==> config.mk <==
export PLATFORM = sky130hd
export DESIGN_NAME = serial_adder
export DESIGN_NICKNAME = d
export VERILOG_FILES = /design/src/rtl/serial_adder.sv
export SDC_FILE = /design/constraint.sdc
export NUM_CORES = 1
export LEC_CHECK = 0
export CAP_MARGIN = 15
export CORE_MARGIN = 2
export CORE_UTILIZATION = 50
export DETAILED_ROUTE_END_ITERATION = 12
export GPL_ROUTABILITY_DRIVEN = 0
export HOLD_SLACK_MARGIN = 0.05
export PLACE_DENSITY = 0.77
export SYNTH_ARGS = -nofsm -noshare
export SYNTH_HDL_FRONTEND = slang
export SYNTH_SLANG_ARGS = --single-unit
==> constraint.sdc <==
create_clock -name clk -period 3.6 [get_ports clk]
set_clock_uncertainty 0.15 [all_clocks]
set_input_delay 0.54 -clock clk [delete_from_list [all_inputs] [get_ports clk]]
set_output_delay 0.54 -clock clk [all_outputs]
set_load 0.01 [all_outputs]
==> src/rtl/serial_adder.sv <==
// Bit-serial adder/subtractor: one full-adder stage, LSB first.
// Result and carry are published together once the last bit is processed.
module serial_adder #(
   parameter int WIDTH = 8
) (
   input  logic             clk,
   input  logic             rst_n,
   input  logic             start,
   input  logic             sub,
   input  logic [WIDTH-1:0] a,
   input  logic [WIDTH-1:0] b,
   input  logic             cin,
   output logic             busy,
   output logic             done,
   output logic [WIDTH-1:0] sum,
   output logic             carry
);

   localparam int CW = (WIDTH > 1) ? $clog2(WIDTH) : 1;
   localparam logic [CW-1:0] LAST = CW'(WIDTH - 1);

   localparam logic [1:0] S_IDLE = 2'd0;
   localparam logic [1:0] S_RUN  = 2'd1;
   localparam logic [1:0] S_DONE = 2'd2;

   logic [1:0]       state_q, state_d;
   logic [WIDTH-1:0] a_q, a_d;
   logic [WIDTH-1:0] b_q, b_d;
   logic             c_q, c_d;
   logic [WIDTH-1:0] res_q, res_d;
   logic [CW-1:0]    cnt_q, cnt_d;
   logic [WIDTH-1:0] sum_q, sum_d;
   logic             carry_q, carry_d;

   logic ha1_s, ha1_c, ha2_c;
   logic fa_s, fa_c;

   // Full adder from two half adders; operands are shifted so bit 0 is current
   assign ha1_s = a_q[0] ^ b_q[0];
   assign ha1_c = a_q[0] & b_q[0];
   assign fa_s  = ha1_s ^ c_q;
   assign ha2_c = ha1_s & c_q;
   assign fa_c  = ha1_c | ha2_c;

   // Next-state: capture operands, step one bit per cycle, publish at the end
   always_comb begin
      state_d = state_q;
      a_d     = a_q;
      b_d     = b_q;
      c_d     = c_q;
      res_d   = res_q;
      cnt_d   = cnt_q;
      sum_d   = sum_q;
      carry_d = carry_q;
      case (state_q)
         S_IDLE: begin
            if (start) begin
               a_d     = a;
               b_d     = sub ? ~b : b;
               c_d     = sub ? 1'b1 : cin;
               res_d   = '0;
               cnt_d   = '0;
               state_d = S_RUN;
            end
         end
         S_RUN: begin
            a_d = a_q >> 1;
            b_d = b_q >> 1;
            c_d = fa_c;
            res_d = res_q >> 1;
            res_d[WIDTH-1] = fa_s;
            if (cnt_q == LAST) begin
               sum_d   = res_d;
               carry_d = fa_c;
               state_d = S_DONE;
            end else begin
               cnt_d = cnt_q + 1'b1;
            end
         end
         S_DONE: state_d = S_IDLE;
         default: state_d = S_IDLE;
      endcase
   end

   // State registers with asynchronous clear
   always_ff @(posedge clk or negedge rst_n) begin
      if (!rst_n) begin
         state_q <= S_IDLE;
         a_q     <= '0;
         b_q     <= '0;
         c_q     <= 1'b0;
         res_q   <= '0;
         cnt_q   <= '0;
         sum_q   <= '0;
         carry_q <= 1'b0;
      end else begin
         state_q <= state_d;
         a_q     <= a_d;
         b_q     <= b_d;
         c_q     <= c_d;
         res_q   <= res_d;
         cnt_q   <= cnt_d;
         sum_q   <= sum_d;
         carry_q <= carry_d;
      end
   end

   assign busy  = (state_q == S_RUN);
   assign done  = (state_q == S_DONE);
   assign sum   = sum_q;
   assign carry = carry_q;

endmodule

Word-level counts from Yosys, hierarchy flattened
Index checks and enable logic that the tools add are counted.
W data, S select, Z words.
- add/sub/neg operators: 1
- equality and inequality tests: 6
- muxes and demuxes: 16
- bitwise operators: 6
- reduce and logical (&&, ||, !) cells: 6
- operator list (operator ; number):
    $pmux W8 S2 ; 3
    $mux W8 ; 4
    $not A8 Y8 ; 1
    $mux W3 ; 2
    $pmux W3 S2 ; 1
    $reduce_and A2 Y1 ; 3
    $mux W2 ; 2
    $ne A2 B2 Y1 const B ; 2
    $pmux W2 S2 ; 1
    $add A3 B1 Y3 const B ; 1
    $eq A3 B3 Y1 const B ; 1
    $reduce_and A3 Y1 ; 1
    $and A1 B1 Y1 ; 2
    $eq A2 B1 Y1 const B ; 1
    $eq A2 B2 Y1 const B ; 1
    $logic_not A2 Y1 ; 1
    $mux W1 ; 2
    $ne A2 B1 Y1 const B ; 1
    $pmux W1 S2 ; 1
    $reduce_bool A2 Y1 ; 1
    $xor A1 B1 Y1 ; 2
    $or A1 B1 Y1 ; 1
- register bits after elaboration: 39
- input port bits: 21
- output and inout port bits: 11
- logic and storage cells: 43

Logic depth before layout (Yosys ltp)
Gate-level depths: netlist of the first run.
- word-level depth: 4
- gate-level depth with buffers: 7

Worst setup path after synthesis of the first run
No wires, ideal clock.
- kind: flip-flop to flip-flop
- start: reg cnt_q[0]
- end: reg cnt_q[0]
- library setup time: 0.121 ns
- arrival: 1.333 ns
- data required time: 3.329 ns
- setup slack: 1.996 ns
- stages on the path, launching flop included: 6
- buffers on the path: 0
- period minus slack after synthesis: 1.604 ns
- path through: dfrtp_1 -> ha_1 -> ha_1 -> nor2_1 -> mux2_2 -> a22o_1
- longest elaborated chain between the ends: 3
- elaborated cells on any way between the ends: 6
- those cells by class: add/sub (1); eq/ne (2); mux (2); reduce/logical (1)
- RTL lines (item ; RTL line ; RTL):
    start, declared ; 31 ; logic [CW-1:0] cnt_q, cnt_d;
    start signal, assigned ; 102 ; cnt_q <= cnt_d;
    $add A3 B1 Y3 or $eq A3 B3 Y1 (tied branches) ; 77, 72 ;
    $mux W3 or $ne A2 B2 Y1 (tied branches) ; n/a ;
    $pmux W3 S2 or $reduce_and A3 Y1 (tied branches) ; n/a ;
Several ways; a longest one is shown, not always the timed one. The select of a mux whose other input is x is not followed.
A chain may end at the register's enable or synchronous reset.

Final worst setup path of the first run
- start: reg state_q[0]
- end: out busy
- longest elaborated chain between the ends: 1
- RTL lines (item ; RTL line ; RTL):
    start, declared ; 26 ; logic [1:0] state_q, state_d;
    start signal, assigned ; 97 ; state_q <= state_d;
    $eq A2 B1 Y1 ; 108 ; assign busy = (state_q == S_RUN);
    end, declared ; 13 ; output logic busy,
No other way between the ends.

==> results.toml, run 1 <==
[clock_network]
cts_sinks = 38
cts_tree = "done"
h-tree-depth = 2
numCtsBuffers = 5
clk_pin_slew_ns = 0.11
cts_setup_buffers = 0
cts_resized = 0
worstSkewPairLatency_ns = 0.34
cts_max_path_buffers = 2
cts_root_buf = "clkbuf_4"
ctsHoldBuffers = 0

[synth]
yosysTopAreaCell = "dfrtp_1"
synth.avg_cell_area_um2 = 12.57
synth_top_family_by_area = "multiplexers"
ys_types = 27
netlist_instances = 142
ys_warn_count = 0
synth_top_area_share = 0.5326
synth-compound-area-share = 0.1233
synth_nets = 166
ys_seq_area_frac = 0.5326
synth-simple-area-share = 0.07008
synth.area.top_cells = "dfrtp_1, mux2i_1, mux2_4"
synth-seq-cells = 38
yosys.area_share.adder = 0.02523
synthMuxAreaShare = 0.1605
synthXorXnorAreaFrac = 0.03924
syn_area_um2 = 1785

[worst_setup_path]
slowest_stage = "dfrtp_1"
r2r-end = "cnt_q[0]"
reg2reg_from = "state_q[0]"
reg2reg_slack_ns = 1.73
slowest_delay_ns = 0.59
critPathCaptureType = "output port"
crit_chain = "nand2b_4 > inv_12 > clkdlybuf4s50_1"
cp-start-kind = "flop"
crit_family = "buffers and inverters"
worst-r2r-cell-count = 3
required_ns = 2.91
worstSetupPathType = "reg -> out"
timing.critical_path.buf_inv = 2
arrival_ns = 1.88
cp_max_fo = 17

[timing]
setup_viol = 0
period_needed_ns = 2.566
relSlewSlack = 0.4554
final_max_slew_viol_count = 0
timing.setup.tns_ns = 0
fmax_mhz = 389.6
period_share = 0.7129
worst_pin_slew_ns = 0.8169
finalHoldViolCount = 0
whs_ns = 0.1257
rsz0062_at_grt = "false"

[detailed_routing]
wirelength_um = 3031
drc = 0
firstDrtPassIters = 4
drt_iter0_drc = 74
ant_nets = 0
routed_via_density = 5.227
wl_per_cell_um = 13.78
dr_total_vias = 1150

[global_route]
antenna_found_initial = 0
grt_use_total = 0.1752
grt_max_degree = 39
grt-ovfl-total = 0
grt_pass1_wl_um = 5409
first_global_vias = 1202

[pwr]
p_per_area_nw_per_um2 = 825.3
p_leak_nw = 1.026
irDropWorstVdd_mv = 0.3388

[floorplanning]
dieArea_um2 = 4065
ios = 32
initial_core_util = 0.5268
die_h_um = 63.76
core-area_um2 = 3390
rows = 21
die_w_um = 63.76

[finish]
diodes = 0
fill_cells = 267
final_net_count = 197
multi_input_area_um2 = 747.0
area_delta_synth_final_pct = 23.41
drive_gt1_frac = 0.1379
ff_latch_area_um2 = 950.9

[job]
drv_cap = 0

[outcome]
status = "completed"

[placed_design]
io_buffers = 31
hpwl_um = 2203

[hold_path]
hold_class = "in -> async"
==> layer usage <==
layer	wire (µm)	global-route usage	vias up
met5	0	0	-
met4	53	0.08152	0
met3	126	0.04225	5
met2	1489	0.2882	30
met1	1361	0.2183	555
li1	-	-	560
==> synth_stat cells <==
library cell and n:
clkbuf_1 2, inv_1 2, buf_2 3, nand2_8 1, a21oi_1 1, nor2b_1 1
a31oi_1 1, nor3_1 1, fa_1 1, o21bai_2 1, a22o_1 12, buf_6 1
nor2_1 4, inv_12 1, mux2_4 9, buf_8 2, o21ai_0 16, nand2_1 16
xor2_1 8, mux2i_1 14, o31ai_1 1, o21ai_1 1, ha_1 2, nand2b_4 1
mux2_2 1, dfrtp_1 38, nand3_1 1
==> where the power goes <==
group,internal [mW],leakage [nW],switching [mW]
Clock,0.235,0.0585,0.142
Combinational,0.404,0.485,0.307
Sequential,0.608,0.482,0.123
Total,1.25,1.03,0.571
==> state kept, by name (all words and copies together) (netlist names) <==
signal and count:
a_q 8, b_q 8, res_q 7, c_q 1
sum 8, cnt_q 3, state_q 2, carry 1
==> placed cells by master, fill, tap and decap left out, types with 2 or more instances in the layout <==
master | netlist | final
clkbuf_4 | 0 | 5
clkdlybuf4s50_1 | 0 | 30
mux2i_1 | 14 | 14
mux2_4 | 9 | 9
nor2_1 | 4 | 4
a22o_1 | 12 | 12
o21ai_0 | 16 | 16
xor2_1 | 8 | 8
ha_1 | 2 | 2
nand2_1 | 16 | 16
bufinv_16 | 0 | 2
inv_1 | 2 | 2
dfrtp_1 | 38 | 38
==> metrics by stage <==
stage          setup slack (ns)    util  std cells  instance area [µm²]  power [mW]
2_1_floorplan             1.996       -        142                 1785       1.269
3_3_place_gp              1.271  0.6172        212                 2092       1.424
3_5_place_dp              1.228  0.6172        212                 2092       1.467
4_1_cts                   1.006  0.6501        220                 2203       1.842
5_1_grt                  0.9263  0.6501        220                 2203       1.964
6_report                  1.034  0.6501        220                 2203       1.819
==> worst max path at each step <==
| stage | cells after the start | from | endpoint |
|---|---|---|---|
| 2_1_floorplan | 5 | cnt_q[0] | cnt_q[0] |
| 3_3_place_gp | 4 | start | b_q[0] |
| 3_5_place_dp | 4 | start | a_q[1] |
| 4_1_cts | 3 | state_q[0] | busy |
| 5_1_grt | 3 | state_q[0] | busy |
| 6_report | 3 | state_q[0] | busy |
==> kinds of logic (layout without fill, tap and decap cells) <==
family                   count (synthesis)  after routing
XOR/XNOR                                 8              8
flip-flops                              38             38
buffers and inverters                   11             43
adder cells (fa/ha/maj)                  3              3
multiplexers                            24             24
AND/OR/NAND/NOR                         25             25
AO/OA/AOI/OAI                           33             33
==> layout make-up <==
type	count	share of cell area
clock buffer	6	0.02328
clock inverter	2	0.02726
inverter	3	0.01079
multi-input combinational	93	0.3390
sequential	38	0.4316
tap	46	0.02612
timing repair buffer	32	0.1420
==> worst register-to-register path, delay by kind of cell (launching register included) <==
family | cells | cell delay (ns)
AOI/OAI and AO/OA | 2 | 0.79
DFF | 1 | 0.53
buffers and inverters | 1 | 0.35
Power figures use the tool's default switching activity.
==> inputs of run 2 (changes only) <==
==> constraint.sdc (replaced) <==
create_clock -name clk -period 2.5 [get_ports clk]
set_clock_uncertainty 0.15 [all_clocks]
set_input_delay 0.375 -clock clk [delete_from_list [all_inputs] [get_ports clk]]
set_output_delay 0.375 -clock clk [all_outputs]
set_load 0.01 [all_outputs]
==> results.toml, run 2 (synthesis results as in run 1) <==
[pwr]
p_per_area_nw_per_um2 = 1186
intPower_mw = 1.804
p_sw_uw = 830.5
power_frac_comb = 0.392
irDropWorstVdd_mv = 0.5075
seq_power_share = 0.400
sw_frac_of_total = 0.3152
p_leak_nw = 1.035
clkPwrFrac = 0.208
fin_total_pwr_mw = 2.634

[timing]
relSlewSlack = 0.4513
final_max_slew_viol_count = 0
finalHoldViolCount = 0
timing.setup.tns_ns = 0
worst_pin_slew_ns = 0.8231
rsz0062_at_grt = "false"
setup_viol = 0
fmax_mhz = 419.9
period_share = 0.9526
period_needed_ns = 2.381

[worst_setup_path]
cp-start-kind = "flop"
cp_max_fo = 17
critPathCaptureType = "output port"
required_ns = 1.98
worstSetupPathType = "reg -> out"
reg2reg_from = "cnt_q[0]"
reg2reg_slack_ns = 0.74
worstSetupStartpoint = "state_q[0]"
arrival_ns = 1.86

[finish]
drive_gt1_frac = 0.1420
diodes = 0
final_area_um2 = 2221
final_net_count = 199
area_delta_synth_final_pct = 24.39
final_common_cell = "dfrtp_1"
fin_cells = 222
layout_common_cells = "dfrtp_1, clkdlybuf4s50_1, nand2_1, o21ai_0, mux2i_1"

[global_route]
grt_max_degree = 39
grt-ovfl-total = 0
antenna_found_initial = 0
use_met1 = 0.2116
top_usage_layer = "met2"
grt_use_total = 0.1718
grt_use_met2 = 0.2737
first_global_vias = 1132
met3_usage = 0.05458
grt_pass1_wl_um = 5202

[floorplanning]
die_h_um = 63.76
dieArea_um2 = 4065
core-area_um2 = 3390
initial_core_util = 0.5268
die_w_um = 63.76
rows = 21
ios = 32

[detailed_routing]
routed_via_density = 5.176
wirelength_um = 3133
wl_per_cell_um = 14.11
dr_total_vias = 1149
drc = 0
firstDrtPassIters = 4
ant_nets = 0
drt_iter0_drc = 44

[outcome]
status = "completed"

[placed_design]
hpwl_um = 2166
place_area_um2 = 2100
io_buffers = 31
dp_cells = 213

[clock_network]
h-tree-depth = 2
cts_tree = "done"
cts_setup_buffers = 0
numCtsBuffers = 5
cts_sinks = 38
cts_max_path_buffers = 2
worstSkewPairLatency_ns = 0.36
clk_pin_slew_ns = 0.11
cts_root_buf = "clkbuf_4"

[hold_path]
hold_class = "reg -> reg"
holdCritStartpoint = "a_q[4]"

[job]
drv_cap = 0
## run 2: cell count changes in the layout (fill, tap and decap cells not counted)
cell	delta
buf_4	+1
dlygate4sd3_1	+1
## run 2: metal layers
metal  routed length (µm)  part of all wire  up-vias
met4                   60             0.019        0
met1                 1447              0.46      549
met3                  155             0.049        6
met2                 1469              0.47       30
li1                     -                 -      564
met5                    0                 0        -
## run 2: worst max-delay path: stages, from the launching register on
cell and delay [ns]:
dfrtp_1 0.57, nand2b_4 0.21, inv_12 0.16, clkdlybuf4s50_1 0.55
## run 2: timing repair
action / 4_1_cts / 5_1_grt
hold endpoints to repair: 38 / 0
setup endpoints to repair: 0 / 0
resized for setup: 0 / 0
hold buffers: 1 / 0
## run 2: layout make-up
type,count,area [µm²]
multi-input cells,93,747.0
fillers,270,1169
inverters,3,23.77
clock inverters,2,60.06
repair buffers,34,330.3
clock buffers,6,51.30
flip-flops and latches,38,950.9
well taps,46,57.56
## run 2: metrics by stage
step | hold slack (ns) | util | worst slack [ns]
after floorplan | -0.07059 | - | 0.8964
after global placement | 0.3122 | 0.6194 | 0.5337
after detailed placement | 0.3263 | 0.6194 | 0.5124
after CTS | 0.3518 | 0.6552 | 0.1052
after global routing | 0.3811 | 0.6552 | 0.01218
final | 0.3432 | 0.6552 | 0.1185
## run 2: power by group through the flow
stage,combinational (mW),clock [mW],sequential (mW)
6_report,1.03,0.548,1.05
5_1_grt,1.14,0.590,1.09
4_1_cts,1.05,0.559,1.05
3_5_place_dp,1.05,0,1.06
3_3_place_gp,1.02,0,1.05
2_1_floorplan,0.783,0,1.04
## run 2: final timing paths
kind / depth (start not counted) / end
min in group asynchronous: 2 / res_q[3]
setup / recovery: 3 / busy
max in group asynchronous: 2 / a_q[3]
hold / removal: 2 / a_q[4]
setup reg to reg: 5 / cnt_q[0]
hold reg to reg: 2 / a_q[4]
==> edit 1: new RTL, config.mk and constraints of run 2 <==
Set the parameter `WIDTH` to 16 (it was 8).
--- a/src/rtl/serial_adder.sv
+++ b/src/rtl/serial_adder.sv
@@ -3,3 +3,3 @@
 module serial_adder #(
-   parameter int WIDTH = 8
+   parameter int WIDTH = 16
 ) (
Interface: changed (resized a, b and sum); port bits go from 32 to 56. No check against the original RTL was run, so the function may have changed too.
==> edit 1 against run 2 <==
First-iteration DRC count rose to 2.9 times the old value. Design area up 82%. Clock power up 79%. Power up 76%. Hold slack worse by 12 ps. Synthesized area up 78%. Wire length up 100%. Worst setup slack better by 36 ps. Sequential cell count up 33. Highest routed layer unchanged. Synthesized cell count up 90%. Global-route usage up 2.5 points.
==> edit 1: results (changes against run 2) <==
[metrics] DRT met1 WL: 3.018 mm (+110%)
[metrics] nets: 364 (+83%)
[metrics] area fraction in compound gates after synthesis: 0.1725 (+0.04916)
[metrics] clock slew at reported path FFs: 70 ps (-40 ps)
[metrics] worst-path maximum fanout: 21 (+4)
[metrics] area used by multi-input combinational logic: 1291 um^2 (+73%)
[metrics] post-layout minimum cycle time: 2346 ps (-35.89 ps)
[metrics] count of input and output buffers: 55 (+77%)
[metrics] top area cells in the synthesized netlist: sky130_fd_sc_hd__dfrtp_1 (56%), sky130_fd_sc_hd__o22ai_1 (5.9%), sky130_fd_sc_hd__mux2i_1 (4.7%)
[metrics] proportion of netlist area held by the largest area contributor: 0.5580 (+0.02537)
[metrics] Root Buffer Master: sky130_fd_sc_hd__clkbuf_8
[metrics] length of routed met3 wiring: 299 um (+93%)
[metrics] share of the synthesized netlist area taken by xor and xnor gates: 0.04401 (+0.004765)
[metrics] top cell types by occurrence after synthesis: sky130_fd_sc_hd__dfrtp_1 (71), sky130_fd_sc_hd__o22ai_1 (30), sky130_fd_sc_hd__nand2_1 (21)
[metrics] vias in the first global route: 2227 (+97%)
[metrics] Layout fillers: 507 (+88%)
[metrics] number of CTS-inserted buffers: 9 (+4)
[metrics] depth of the CTS H-tree: 3 (+1)
[metrics] capture endpoint of the worst hold path: a_q[2]$_DFFE_PN0P_
[metrics] count of cell types in the netlist: 35 (+30%)
[metrics] estimated wirelength of the detail-placed design: 4.198 mm (+94%)
[metrics] share of cells above drive strength 1: 0.1364 (-0.005682)
[metrics] post-DR wirelength/cell: 15.74 um (+12%)
[metrics] final worst hold slack: 330.9 ps (-12.31 ps)
[metrics] post-DR vias/cell: 5.688 (+9.9%)
[metrics] Adder-Cell Fraction of Synth Area: 0.01022 (-0.01501)
[metrics] outcome: completed
[metrics] Leakage: 1.783 nW (+72%)
[metrics] pre-CTS setup slack: 441.7 ps (-70.71 ps)
[metrics] pin count of the biggest net entering global routing: 72 (+85%)
[metrics] wire length of the first global-routing pass: 11.14 mm (+110%)
[metrics] share of synthesized area occupied by flip-flops and latches: 0.5580 (+0.02537)
## edit 1: changes by cell type after synthesis, sizes merged, moves of 7 or more
cell	change
dfrtp	+33
a21oi	+18
xor2	+7
o22ai	+30
mux2	+7
buf	+8
## edit 1: final cells by class
class,instances,area share
timing repair buffer,64,0.1589
clock buffer,10,0.03165
sequential,71,0.4406
tap,77,0.02389
inverter,4,0.003723
multi-input combinational,175,0.3202
clock inverter,6,0.02110
## edit 1: worst max-delay path: stages, from the launching register on
cell                              delay (ps)
sky130_fd_sc_hd__dfrtp_1                 580
sky130_fd_sc_hd__nand2b_4                240
sky130_fd_sc_hd__inv_2                   110
sky130_fd_sc_hd__clkdlybuf4s50_1         540
## edit 1: report_power, final
part	internal [mW]	switching, mW	total [mW]
sequential	1.65	0.372	2.02
clock	0.558	0.424	0.982
combinational	0.894	0.741	1.63
==> edit 2: new RTL, flow settings as in run 2 <==
Without the edit above. Register the inputs `start`, `sub`, `a`, `b` and `cin` before use, cleared by the reset. The logic sees them one clock later.
--- a/src/rtl/serial_adder.sv
+++ b/src/rtl/serial_adder.sv
@@ -24,2 +24,24 @@
    localparam logic [1:0] S_DONE = 2'd2;
+
+   logic start_q;
+   logic sub_q;
+   logic [WIDTH-1:0] a_r;
+   logic [WIDTH-1:0] b_r;
+   logic cin_q;
+
+   always_ff @(posedge clk or negedge rst_n) begin
+      if (!rst_n) begin
+         start_q <= '0;
+         sub_q   <= '0;
+         a_r     <= '0;
+         b_r     <= '0;
+         cin_q   <= '0;
+      end else begin
+         start_q <= start;
+         sub_q   <= sub;
+         a_r     <= a;
+         b_r     <= b;
+         cin_q   <= cin;
+      end
+   end
 
@@ -56,6 +78,6 @@
          S_IDLE: begin
-            if (start) begin
-               a_d     = a;
-               b_d     = sub ? ~b : b;
-               c_d     = sub ? 1'b1 : cin;
+            if (start_q) begin
+               a_d     = a_r;
+               b_d     = sub_q ? ~b_r : b_r;
+               c_d     = sub_q ? 1'b1 : cin_q;
                res_d   = '0;
Behaviour: not the same (Yosys sat finds a counterexample within 4 cycles, from zero or initial values and one cycle with rst_n low).
==> edit 2 against run 2 <==
Sequential power increased by 30%. Synthesized area is 23% higher. Worst setup slack improved by 230 ps. Power rose by 30%. Hold slack lost 18 ps. Wire length increased by 28%. Sequential cell count increased by 19. Sequential share of layout area up 7.8 points. Via count grew 26%. Design area rose by 27%. Highest routed layer unchanged.
==> edit 2: results (changes against run 2) <==
[metrics] total global-route track usage: 0.1876 (+0.01587)
[metrics] Pre-antenna DRT Iters: 4 (unchanged)
[metrics] Yosys warning total: 0 (unchanged)
[metrics] count of cell types in the netlist: 25 (-7.4%)
[metrics] vias in the first global route: 1459 (+29%)
[metrics] outcome: completed
[metrics] leading register cell type out of synthesis: sky130_fd_sc_hd__dfrtp_1
[metrics] estimated wirelength of the detail-placed design: 2.631 mm (+21%)
[metrics] pre-CTS setup slack: 688.7 ps (+176.3 ps)
[metrics] share of cells above drive strength 1: 0.1690 (+0.02697)
[metrics] number of slew-limit violations in the final report: 0 (unchanged)
[metrics] clock insertion delay at the later pin of the skew report: 330 ps (-30 ps)
[metrics] critical path startpoint: state_q[1]$_DFFE_PN0P_
[metrics] Async SR Flop Fraction: 1.000 (unchanged)
[metrics] Reg-to-Reg Start: cnt_q[0]$_DFFE_PN0P_
[metrics] Layout fillers: 316 (+17%)
[metrics] number of CTS-inserted buffers: 9 (+4)
[metrics] initial antenna violation count: 0 (unchanged)
[metrics] worst endpoint data arrival time: 1620 ps (-240 ps)
[metrics] vias post-DR: 1442 (+26%)
[metrics] Root Buffer Master: sky130_fd_sc_hd__clkbuf_8
[metrics] top cell types by occurrence after synthesis: sky130_fd_sc_hd__dfrtp_1 (57), sky130_fd_sc_hd__nand2_1 (19), sky130_fd_sc_hd__a22o_1 (12)
[metrics] Iteration-0 DRC Markers: 109 (+150%)
[metrics] nets in the synthesized netlist: 192 (+16%)
[metrics] Crit Reg-Reg Endpoint: sum[3]$_DFFE_PN0P_
[metrics] share of synthesized area occupied by flip-flops and latches: 0.6507 (+0.1181)
[metrics] hold crit path type: in -> reg
[metrics] Reg2Reg Setup Slack: 740 ps (about the same)
[metrics] number of gates given a new drive strength after cts: 0 (unchanged)
[metrics] post-DR wirelength/cell: 15.11 um (+7.1%)
[metrics] maximum clock insertion buffer count: 2 (unchanged)
[metrics] total inserted antenna cells: 0 (unchanged)
[metrics] worst setup path endpoint: busy
[metrics] startpoint of the worst hold path: a[6]
[metrics] pin count of the biggest net entering global routing: 31 (-21%)
[metrics] clock slew at reported path FFs: 70 ps (-40 ps)
[metrics] count of input and output buffers: 31 (unchanged)
[metrics] Max Cap Violations: 0 (unchanged)
[metrics] depth of the CTS H-tree: 3 (+1)
[metrics] wire length of the first global-routing pass: 6.900 mm (+33%)
[metrics] worst rel slew slack: 0.6263 (+0.1750)
[metrics] post-route fraction of the period consumed by the critical path: 0.8591 (-0.09345)
[metrics] top area cells in the synthesized netlist: sky130_fd_sc_hd__dfrtp_1 (65%), sky130_fd_sc_hd__mux2_2 (5.1%), sky130_fd_sc_hd__a22o_1 (4.8%)
[metrics] Worst R2R Path Depth: 4 (-1)
[metrics] worst-path maximum fanout: 14 (-3)
[metrics] Leakage: 1.341 nW (+30%)
[metrics] nets: 232 (+17%)
[metrics] Max rail drop VDD: 0.0005055 V (-0.40%)
## edit 2: worst min-delay path by stage
stage	cells after the start	endpoint	slack, ps
after floorplan	0	a_q[0]$_DFFE_PN0P_	-70
after global placement	1	sum[1]$_DFFE_PN0P_	230
after detailed placement	1	res_q[3]$_DFFE_PN0P_	240
after CTS	1	a_r[6]$_DFF_PN0_	310
after global routing	1	cin_q$_DFF_PN0_	310
final	1	a_r[6]$_DFF_PN0_	330
## edit 2: repair_timing
| item | CTS | global route |
|---|---|---|
| buffers inserted | 0 | 0 |
| hold buffers | 1 | 0 |
| endpoints found under the hold margin | 24 | 0 |
| setup endpoints to repair | 0 | 0 |
## edit 2: kinds of logic (layout without fill, tap and decap cells)
| logic type | count (synthesis) | in the layout | synth area share |
|---|---|---|---|
| mux | 10 | 10 | 0.05137 |
| simple gates | 36 | 36 | 0.08676 |
| compound gates | 41 | 41 | 0.1324 |
| buf+inv | 13 | 58 | 0.02625 |
| fa+ha+maj | 3 | 3 | 0.02055 |
| xor+xnor | 8 | 8 | 0.03196 |
| flops | 57 | 57 | 0.6507 |
## edit 2: final cells by class
type | count | area [um^2] | area share
sequential | 57 | 1426 | 0.5062
multi-input combinational | 98 | 708.2 | 0.2513
timing repair buffer | 38 | 360.3 | 0.1279
clock buffer | 10 | 137.6 | 0.04885
clock inverter | 6 | 105.1 | 0.03730
tap | 52 | 65.06 | 0.02309
inverter | 4 | 15.01 | 0.005329
## edit 2: per-stage QoR
step / cell area [um^2] / instances
CTS: 2818 / 265
floorplan: 2192 / 168
global route: 2818 / 265
detailed placement: 2565 / 248
global placement: 2565 / 248
finish: 2818 / 265
## edit 2: power breakdown
group          switching, mW  internal [mW]
sequential             0.174           1.20
clock                  0.360          0.684
combinational          0.473          0.531
total                   1.01           2.41
## edit 2: worst max-delay path, stage by stage, from the launching register on
cell and delay [ps]:
sky130_fd_sc_hd__dfrtp_1 380, sky130_fd_sc_hd__buf_4 190, sky130_fd_sc_hd__nor2b_1 170, sky130_fd_sc_hd__clkdlybuf4s50_1 560
## edit 2: per-layer routing
metal	GRT usage	vias to the layer above	wire length (um)
met5	0	-	0
met4	0.1218	0	93
met3	0.05051	9	161
met2	0.2720	43	1971
met1	0.2493	717	1779
li1	-	673	-
